File: src/rtl/rr_arb_pkg.sv
// Shared types and constants for the round-robin index arbiter.
package rr_arb_pkg;

    typedef enum logic {
        IDLE = 1'b0,
        HOLD = 1'b1
    } rr_state_t;

    localparam int GRANT_CNT_W = 16;

endpackage

File: src/rtl/rr_pick.sv
// Combinational round-robin pick: first set bit of req at or after ptr, wrapping mod n.
module rr_pick #(
    parameter int m = 3,
    parameter int n = 1 << m
) (
    input  logic [n-1:0] req,
    input  logic [m-1:0] ptr,
    output logic [m-1:0] pick,
    output logic         found
);

    logic [2*n-1:0] dbl;
    logic [n-1:0]   rot;
    logic [m-1:0]   off;

    always_comb begin
        dbl   = {req, req} >> ptr;
        rot   = dbl[n-1:0];
        off   = '0;
        found = |req;
        // Scan downward so the lowest set bit of the rotated vector wins.
        for (int i = n - 1; i >= 0; i--) begin
            if (rot[i]) off = i[m-1:0];
        end
        // n is a power of two, so the m-bit add wraps mod n for free.
        pick = ptr + off;
    end

endmodule

File: src/rtl/rr_index_arbiter.sv
// Round-robin arbiter emitting the winner's binary index under val/rdy.
// Optional grant counter enabled by macro RR_ARB_GRANT_COUNT_EN.
module rr_index_arbiter
    import rr_arb_pkg::*;
#(
    parameter int m = 3,
    parameter int n = 1 << m
) (
    input  logic                   clk,
    input  logic                   reset,
    input  logic [n-1:0]           req,
    output logic [m-1:0]           idx,
    output logic                   idx_val,
    input  logic                   idx_rdy,
    output logic                   dec_en,
`ifdef RR_ARB_GRANT_COUNT_EN
    output logic [GRANT_CNT_W-1:0] grant_count,
`endif
    output rr_state_t              state
);

    // Handshake: idx transfers on a cycle where idx_val & idx_rdy are both high
    // (a "fire"); once idx_val rises, idx is held stable until that fire, and
    // idx_rdy has no effect while idx_val is low.
    rr_state_t      state_q, state_d;
    logic [m-1:0]   ptr_q, ptr_d;
    logic [m-1:0]   idx_q, idx_d;
    logic [m-1:0]   pick_ptr;
    logic [m-1:0]   pick;
    logic           found;
    logic           fire;

    assign idx_val = (state_q == HOLD);
    assign idx     = idx_q;
    assign state   = state_q;
    assign fire    = idx_val & idx_rdy;
    assign dec_en  = fire;

    // On a fire the next pick already sees the advanced pointer, enabling back-to-back grants.
    assign pick_ptr = fire ? idx_q + m'(1) : ptr_q;

    rr_pick #(.m(m), .n(n)) u_pick (
        .req   (req),
        .ptr   (pick_ptr),
        .pick  (pick),
        .found (found)
    );

    always_comb begin
        state_d = state_q;
        ptr_d   = ptr_q;
        idx_d   = idx_q;
        case (state_q)
            IDLE: begin
                if (found) begin
                    idx_d   = pick;
                    state_d = HOLD;
                end
            end
            HOLD: begin
                if (fire) begin
                    ptr_d = pick_ptr;
                    if (found) idx_d = pick;
                    else       state_d = IDLE;
                end
            end
            default: state_d = IDLE;
        endcase
    end

    always_ff @(posedge clk or negedge reset) begin
        if (!reset) begin
            state_q <= IDLE;
            ptr_q   <= '0;
            idx_q   <= '0;
        end else begin
            state_q <= state_d;
            ptr_q   <= ptr_d;
            idx_q   <= idx_d;
        end
    end

`ifdef RR_ARB_GRANT_COUNT_EN
    logic [GRANT_CNT_W-1:0] grant_cnt_q;

    always_ff @(posedge clk or negedge reset) begin
        if (!reset)    grant_cnt_q <= '0;
        else if (fire) grant_cnt_q <= grant_cnt_q + GRANT_CNT_W'(1);
    end

    assign grant_count = grant_cnt_q;
`endif

endmodule
File: config.mk
export PLATFORM = sky130hd
export DESIGN_NAME = rr_index_arbiter
export DESIGN_NICKNAME = d
export VERILOG_FILES = /design/src/rtl/rr_arb_pkg.sv /design/src/rtl/rr_pick.sv /design/src/rtl/rr_index_arbiter.sv
export SDC_FILE = /design/constraint.sdc
export NUM_CORES = 1
export LEC_CHECK = 0
export CORE_MARGIN = 5
export CORE_UTILIZATION = 25
export CTS_CLUSTER_DIAMETER = 120
export CTS_CLUSTER_SIZE = 30
export DETAILED_ROUTE_END_ITERATION = 6
export PLACE_DENSITY = 0.45
export SLEW_MARGIN = 20
export SYNTH_ARGS = -nofsm -noshare
export SYNTH_HDL_FRONTEND = slang
export SYNTH_SLANG_ARGS = --single-unit
File: constraint.sdc
create_clock -name clk -period 7.7 [get_ports clk]
set_clock_uncertainty 0.2 [all_clocks]
set_input_delay 1.155 -clock clk [delete_from_list [all_inputs] [get_ports clk]]
set_output_delay 1.155 -clock clk [all_outputs]
set_load 0.01 [all_outputs]
### After elaboration in Yosys (flattened, before gate mapping)

Cells that the tools add are included.

| operators by class | value |
|---|---|
| add/subtract/negate cells | 2 |
| eq/ne operators | 1 |
| shifts and indexed selects | 1 |
| muxes and demuxes | 15 |
| bitwise logic cells | 2 |
| reduce and logical (&&, ||, !) cells | 2 |

Operators by type and width:

| operator | number |
|---|---|
| $mux 3 | 11 |
| $shr 16x3->8 | 1 |
| $reduce_or 8->1 | 1 |
| $pmux 3 s2 | 1 |
| $add 3x1->3 const B | 1 |
| $add 3x3->3 | 1 |
| $mux 1 | 2 |
| $ne 2x1->1 const B | 1 |
| $pmux 1 s2 | 1 |
| $reduce_and 2->1 | 1 |
| $and 1x1->1 | 1 |
| $not 1->1 | 1 |

| storage, ports and cells | value |
|---|---|
| register bits | 7 |
| bits of input ports | 11 |
| output and inout port bits | 6 |
| logic and storage cells | 26 |

### Depth between registers and ports, before layout

Gate-level depths: netlist of run 1.

| logic depth | value |
|---|---|
| word-level depth | 15 |
| mapped depth | 15 |
| mapped depth without buffers | 14 |

### By module

Synthesis of run 1 repeated with hierarchy kept, for this count alone.

| second synthesis, totals | value |
|---|---|
| cells, all modules | 76 |
| area total of the unflattened synthesis | 848.3 um^2 |

By module, submodules not included:

| module | instances | cells each | area each (um^2) | sequential area each (um^2) |
|---|---|---|---|---|
| rr_pick | 1 | 50 | 519.2 | 0.0 |
| rr_index_arbiter | 1 | 26 | 329.1 | 175.2 |

### Worst setup path before layout of run 1

Ideal clock, no wire load.

| path | value |
|---|---|
| path kind | input-to-reg |
| start | input idx_rdy |
| end | register idx_q[1] (netlist: idx[1]) |
| library setup time | 0.125 ns |
| arrival time | 3.518 ns |
| required time | 7.375 ns |
| setup slack | 3.857 ns |
| cell stages on the path | 13 |
| path buffers | 1 |
| cells stage by stage | nand2_2 clkinv_2 a21oi_2 buf_6 mux2i_1 mux2i_1 mux2_2 nand2b_1 a21o_1 a31oi_1 ha_1 fa_1 mux2_2 |

| on the way | value |
|---|---|
| longest elaborated chain between the ends | 15 |
| elaborated cells between the ends (all ways) | 16 |

Ends and longest elaborated chain:

| item | RTL line | RTL |
|---|---|---|
| start, declared | rr_index_arbiter.sv:14 | `input logic idx_rdy,` |
| $and 1x1->1 (*) | rr_index_arbiter.sv:36 | `assign fire = idx_val & idx_rdy;` |
| named net dec_en | rr_index_arbiter.sv:15 | `output logic dec_en,` |
| $mux 3 (*) | rr_index_arbiter.sv:40 | `assign pick_ptr = fire ? idx_q + m'(1) : ptr_q;` |
| $shr 16x3->8 | rr_pick.sv:17 | `dbl = {req, req} >> ptr;` |
| $mux 3 (8 in a row) | rr_pick.sv:23 | `if (rot[i]) off = i[m-1:0];` |
| $add 3x3->3 (*) | rr_pick.sv:26 | `pick = ptr + off;` |
| named net pick[1] | rr_index_arbiter.sv:29 | `logic [m-1:0] pick;` |
| $mux 3 (*) | rr_index_arbiter.sv:55, rr_index_arbiter.sv:63 |  |
| $mux 3 | rr_index_arbiter.sv:61 | `if (fire) begin` |
| $pmux 3 s2 (*) | rr_index_arbiter.sv:53 | `case (state_q)` |
| end signal, assigned | rr_index_arbiter.sv:79 | `idx_q <= idx_d;` |
| end, declared | rr_index_arbiter.sv:27 | `logic [m-1:0] idx_q, idx_d;` |

Mark *: on every way through the listed nets, which the timed path passes. The rest lies on a longest branch. The select of a mux whose other input is x is not followed.
A chain may end at the register's enable or synchronous reset.

### Final worst setup path of run 1

| path | value |
|---|---|
| start | input idx_rdy |
| end | register idx_q[1] (netlist: idx[1]) |

| on the way | value |
|---|---|
| longest elaborated chain between the ends | 15 |
| elaborated cells between the ends (all ways) | 16 |

Ends and longest elaborated chain:

| item | RTL line |
|---|---|
| $and 1x1->1 (*) | rr_index_arbiter.sv:36 |
| $mux 3 (*) | rr_index_arbiter.sv:40 |
| $shr 16x3->8 | rr_pick.sv:17 |
| $mux 3 (8 in a row) | rr_pick.sv:23 |
| $add 3x3->3 (*) | rr_pick.sv:26 |
| named net pick[1] | rr_index_arbiter.sv:29 |
| $mux 3 (*) | rr_index_arbiter.sv:55, rr_index_arbiter.sv:63 |
| $mux 3 | rr_index_arbiter.sv:61 |
| $pmux 3 s2 (*) | rr_index_arbiter.sv:53 |

Marks and branches as above.

==> results of run 1 <==
[report_power, final]
| part | total (mW) | internal (mW) | switching [mW] |
|---|---|---|---|
| registers | 0.0653 | 0.0535 | 0.0118 |
| logic | 0.321 | 0.161 | 0.160 |
| clock network | 0.0323 | 0.0197 | 0.0126 |
[per-layer routing]
layer	GRT usage (%)	routed length, um	up-vias
met3	2.28	89	2
met4	3.05	6	0
met1	10.4	714	267
li1	-	-	296
met2	14.2	745	11
met5	0	0	-
[synth_stat cells, drive strengths merged]
library cell	n
nand3	1
mux2	5
nor4bb	1
or2b	1
nand2b	3
clkinv	1
o31ai	1
inv	3
a21o	1
nand2	7
buf	3
a21oi	3
o21a	1
nor4	3
xnor2	2
ha	2
o31a	1
o211ai	1
fa	1
a31oi	2
dfrtp	7
mux2i	22
[critical path, delay by kind of cell]
| family | cells | cell delay [ns] |
|---|---|---|
| AND/OR/NAND/NOR | 2 | 0.25 |
| adder cells (fa/ha/maj) | 2 | 0.62 |
| AO/OA/AOI/OAI | 3 | 0.86 |
| multiplexers | 4 | 1.00 |
| buffers and inverters | 2 | 0.56 |
[logic make-up (layout without fill, tap and decap cells)]
group,count (synthesis),count (layout),synth area share [%]
flops,7,7,23.9
mux,27,27,39.4
buf+inv,7,24,5.46
compound gates,10,10,9.56
simple gates,16,16,13.1
fa+ha+maj,3,3,6.14
xor+xnor,2,2,2.39
[layout make-up]
type / count / area (um^2) / area share (%)
clock buffers: 4 / 26.3 / 2.81
repair buffers: 16 / 160 / 17.1
inverters: 4 / 16.3 / 1.74
multi-input cells: 58 / 518 / 55.4
flip-flops and latches: 7 / 175 / 18.7
well taps: 31 / 38.8 / 4.15
[state kept, by name, summed over array words and instances (netlist names)]
register,flops
ptr_q,3
idx_val,1
idx,3
[worst paths after layout]
check / from / end / slack, ns / cells past startpoint
hold / removal: idx[2] / idx[2] / 0.33 / 2
hold reg to reg: idx[2] / idx[2] / 0.33 / 2
setup / recovery: idx_rdy / idx[1] / 3.18 / 13
max in group asynchronous: reset / ptr_q[2] / 6.09 / 1
min in group asynchronous: reset / idx[0] / 0.97 / 1
setup reg to reg: idx_val / idx[1] / 4.13 / 12
[metrics by stage]
stage / cells / power, mW / utilization (%)
floorplan: 72 / 0.323 / -
CTS: 120 / 0.425 / 33.6
detailed placement: 116 / 0.390 / 32.7
global placement: 116 / 0.392 / 32.7
finish: 120 / 0.418 / 33.6
global route: 120 / 0.466 / 33.6
==> results.ini, run 1 <==
[synth]
ys.warnings.count=0
synth_seq_cells=7
syn-num-nets=86
ys_seq_area_share_pct=23.9
synthesis.area_um2=733
ys_top_cells_by_area=mux2i_1 (29%), dfrtp_1 (24%), mux2_2 (7.7%), ha_1 (3.4%), mux2i_4 (3.1%)
synth_top_area_share_pct=28.7
syn_avg_cell_area_um2=10.2
ys_types=29
synth_area_leader_cell=mux2i_1
syn_inst=72

[placement]
dp_hpwl_um=1350
postPlaceCellArea_um2=908
place_ws_ns=2.87
gp_congestion=0.764
portBuffers=16

[grt]
grt.total_usage_pct=8.48
gr-total-overflow=0
grt_max_degree=10
antenna_found_initial=0
grt_pass1_vias=657
grt_pass1_wl_um=2840

[detailed_routing]
drt-initial-drc-count=11
antenna_left=0
totalWireLength_um=1560
drt-pass1-iter-count=2
viasPerCell=4.80
vias=576
routedWlPerCell_um=13.0
drc=0

[cts]
root_buffer=clkbuf_4
cts_buffer_depth=2
post_cts_buffers=0
cts-htree-levels=1
clk_latency_ns=0.24
cts_tree=built
cts.sinks=7
cts-resized-gates=0
cts_hold_buf=0
cts_inserted_buffers=3
cts.clk_slew.worst_paths_ns=0.05

[finish]
drive_gt1_share_pct=16.9
n_antenna_cell=0
fillerInstances=276
layout_commonest_cell=mux2i_1
design_area_um2=935
layout_common_cells=mux2i_1 (21), clkdlybuf4s50_1 (16), dfrtp_1 (7)
fin_nets=104
area_growth_syn_to_layout_pct=27.5

[setup_path]
cp_slowest_stage_delay_ns=0.49
crit_arrival_ns=4.45
crit_required_ns=7.63
worstPathCellList=clkdlybuf4s50_1 -> nand2_2 -> clkinv_2 -> a21oi_2 -> mux2i_1 -> mux2i_1 -> mux2_2 -> nand2b_1 -> a21o_1 -> a31oi_1 -> ha_1 -> fa_1 -> mux2_2
startpoint_type=input port
worstSetupEndpointType=flip-flop
cp_slowest_cell=a21oi_2
cp_max_fo=9
criticalPathCategory=input port to flip-flop

[timing]
period_needed_ns=4.52
tns_ns=0
relSlewSlack_pct=60.7
fin_crit_sh_pct=58.7
setup_ws_ns=3.18
worst_pin_slew_ns=0.590
slew_violations=0
setup_viol=0
rsz0062_at_grt=false
hold_violations=0
whs_ns=0.332
fmax_ghz=0.221

[die]
initial_core_util_pct=26.4
die_h_um=64.2
fp-row-count=19
num_io_pins=17
coreArea_mm2=0.00278
die_w_um=64.2
dieArea_mm2=0.00412

[job]
max-cap-violations=0

[outcome]
status=complete, no violations

[power]
power_density_mw_per_mm2=447
ir_drop_mv=0.216
leakagePower_nw=0.418

[worst_hold_path]
min_path_type=flip-flop to flip-flop

Note: power is estimated with default switching activity, not from simulation.
==> run 2, diff against run 1 <==
PLACE_DENSITY = 0.46   (was 0.45)
clock period = 3.9 ns   (was 7.7 ns; I/O delays follow)
==> results.ini, run 2 (same netlist as run 1, synthesis figures left out) <==
[outcome]
status=complete, no violations

[grt]
grt_pass1_wl_um=2880  ; +1.5%
grt_util_met3_pct=1.58  ; -0.70 points
grt_max_degree=10  ; unchanged
grtUsageMet1_pct=11.4  ; +0.96 points
grt.total_usage_pct=8.52  ; +0.036 points
gr-total-overflow=0  ; unchanged
grt_busiest_layer=met2
grt_pass1_vias=653  ; -0.61%
met2_usage_pct=14.1  ; -0.13 points
antenna_found_initial=0  ; unchanged

[placement]
gp_congestion=0.717  ; -6.2%
dp_hpwl_um=1420  ; +4.5%
portBuffers=16  ; unchanged
place_ws_ns=-0.0511  ; -2.93 ns
postPlaceCellArea_mm2=0.00100  ; +10%

[finish]
design_area_mm2=0.00103  ; +10%
area_growth_syn_to_layout_pct=40.4
fillerInstances=282  ; +2.2%
n_antenna_cell=0  ; unchanged
drive_gt1_share_pct=26.0  ; +9.1 points
layout_commonest_cell=mux2i_1
layout_common_cells=mux2i_1 (21), clkdlybuf4s50_1 (16), buf_4 (10)
fin_nets=115  ; +11%

[timing]
setup_ws_ns=0.254  ; -2.93 ns
period_needed_ns=3.65
whs_ns=0.323  ; -0.00852 ns
worst_pin_slew_ns=0.425  ; -0.165 ns
fin_crit_sh_pct=93.5
setup_viol=0  ; unchanged
hold_violations=0  ; unchanged
rsz0062_at_grt=false
fmax_ghz=0.274
slew_violations=0  ; unchanged
relSlewSlack_pct=71.4  ; +11 points

[detailed_routing]
drc=0  ; unchanged
viasPerCell=4.88  ; +1.6%
routedWlPerCell_um=12.4  ; -4.3%
drt-initial-drc-count=9  ; -2
vias=639  ; +11%
drt-pass1-iter-count=4  ; +2
totalWireLength_um=1620  ; +4.4%
antenna_left=0  ; unchanged

[worst_hold_path]
min_path_type=flip-flop to flip-flop
whs_path_depth=2  ; unchanged

[power]
ir_drop_mv=0.470  ; +120%
p_total_mw=0.943  ; +130%
leakagePower_nw=0.475  ; +14%
power_density_mw_per_mm2=916  ; +100%

[die]
dieArea_mm2=0.00412  ; unchanged
coreArea_mm2=0.00278  ; unchanged
initial_core_util_pct=26.4  ; unchanged
fp-row-count=19  ; unchanged
die_h_um=64.2  ; unchanged
num_io_pins=17  ; unchanged
die_w_um=64.2  ; unchanged

[cts]
root_buffer=clkbuf_4
cts_tree=built
cts_hold_buf=0  ; unchanged
cts.sinks=7  ; unchanged
cts_inserted_buffers=3  ; unchanged
cts-htree-levels=1  ; unchanged
cts.clk_slew.worst_paths_ns=0.05  ; about the same
cts_buffer_depth=2  ; unchanged
post_cts_buffers=0  ; unchanged
clk_latency_ns=0.25  ; about the same
cts-resized-gates=0  ; unchanged

[setup_path]
startpoint_type=input port
crit_required_ns=3.85  ; -3.78 ns
reg2reg_depth=12  ; unchanged
cp_max_fo=9  ; unchanged
r2r_slack_ns=0.60  ; -3.53 ns
crit_arrival_ns=3.60  ; -0.85 ns
criticalPathCategory=input port to flip-flop
worstSetupEndpointType=flip-flop

[job]
max-cap-violations=0  ; unchanged

run 2: layout make-up:
type / count / area [um^2] / share of cell area, %
multi-input cells: 58 / 518 / 50.3
repair buffers: 27 / 255 / 24.8
flip-flops and latches: 7 / 175 / 17.0
well taps: 31 / 38.8 / 3.77
clock buffers: 4 / 26.3 / 2.55
inverters: 4 / 16.3 / 1.58
run 2: per-stage QoR:
| step | std cells | util, % | setup TNS [ns] |
|---|---|---|---|
| 2_1_floorplan | 72 | - | 0 |
| 3_3_place_gp | 127 | 36.1 | -0.0175 |
| 3_5_place_dp | 127 | 36.1 | -0.0638 |
| 4_1_cts | 131 | 37.0 | 0 |
| 5_1_grt | 131 | 37.0 | 0 |
| 6_report | 131 | 37.0 | 0 |
run 2: critical path, cell delays in order:
cell	delay, ns
clkdlybuf4s50_1	0.45
nand2_2	0.09
clkinv_2	0.06
a21oi_2	0.19
buf_12	0.16
mux2i_1	0.28
mux2i_1	0.14
mux2_2	0.31
nand2b_1	0.08
a21o_1	0.11
a31oi_1	0.08
ha_1	0.20
fa_1	0.37
xnor2_1	0.21
nor4_1	0.07
o31ai_1	0.19
run 2: where the power goes:
| part | internal (mW) | switching, mW | leakage [nW] |
|---|---|---|---|
| clock | 0.0390 | 0.0259 | 0.0150 |
| sequential | 0.106 | 0.0230 | 0.0798 |
| combinational | 0.417 | 0.333 | 0.381 |
| total | 0.562 | 0.382 | 0.475 |
run 2: worst paths after layout:
path | from | endpoint
worst max-delay path | idx_rdy | idx[2]
worst min-delay path | ptr_q[0] | ptr_q[0]
worst max register to register | idx[0] | idx[1]
worst min register to register | ptr_q[0] | ptr_q[0]
max in group asynchronous | reset | idx[1]
min in group asynchronous | reset | ptr_q[0]
run 2: routing by layer:
metal	up-vias	part of all wire, %	wire [um]
li1	322	-	-
met1	309	44	718
met2	8	54	871
met3	0	2.1	34
met4	0	0	0
met5	-	0	0
==> run 3, diff against run 2 <==
SETUP_SLACK_MARGIN = 0.02   (was unset)
==> results of run 3 <==
The final DEF is identical to that of run 2; final timing and power are the same.
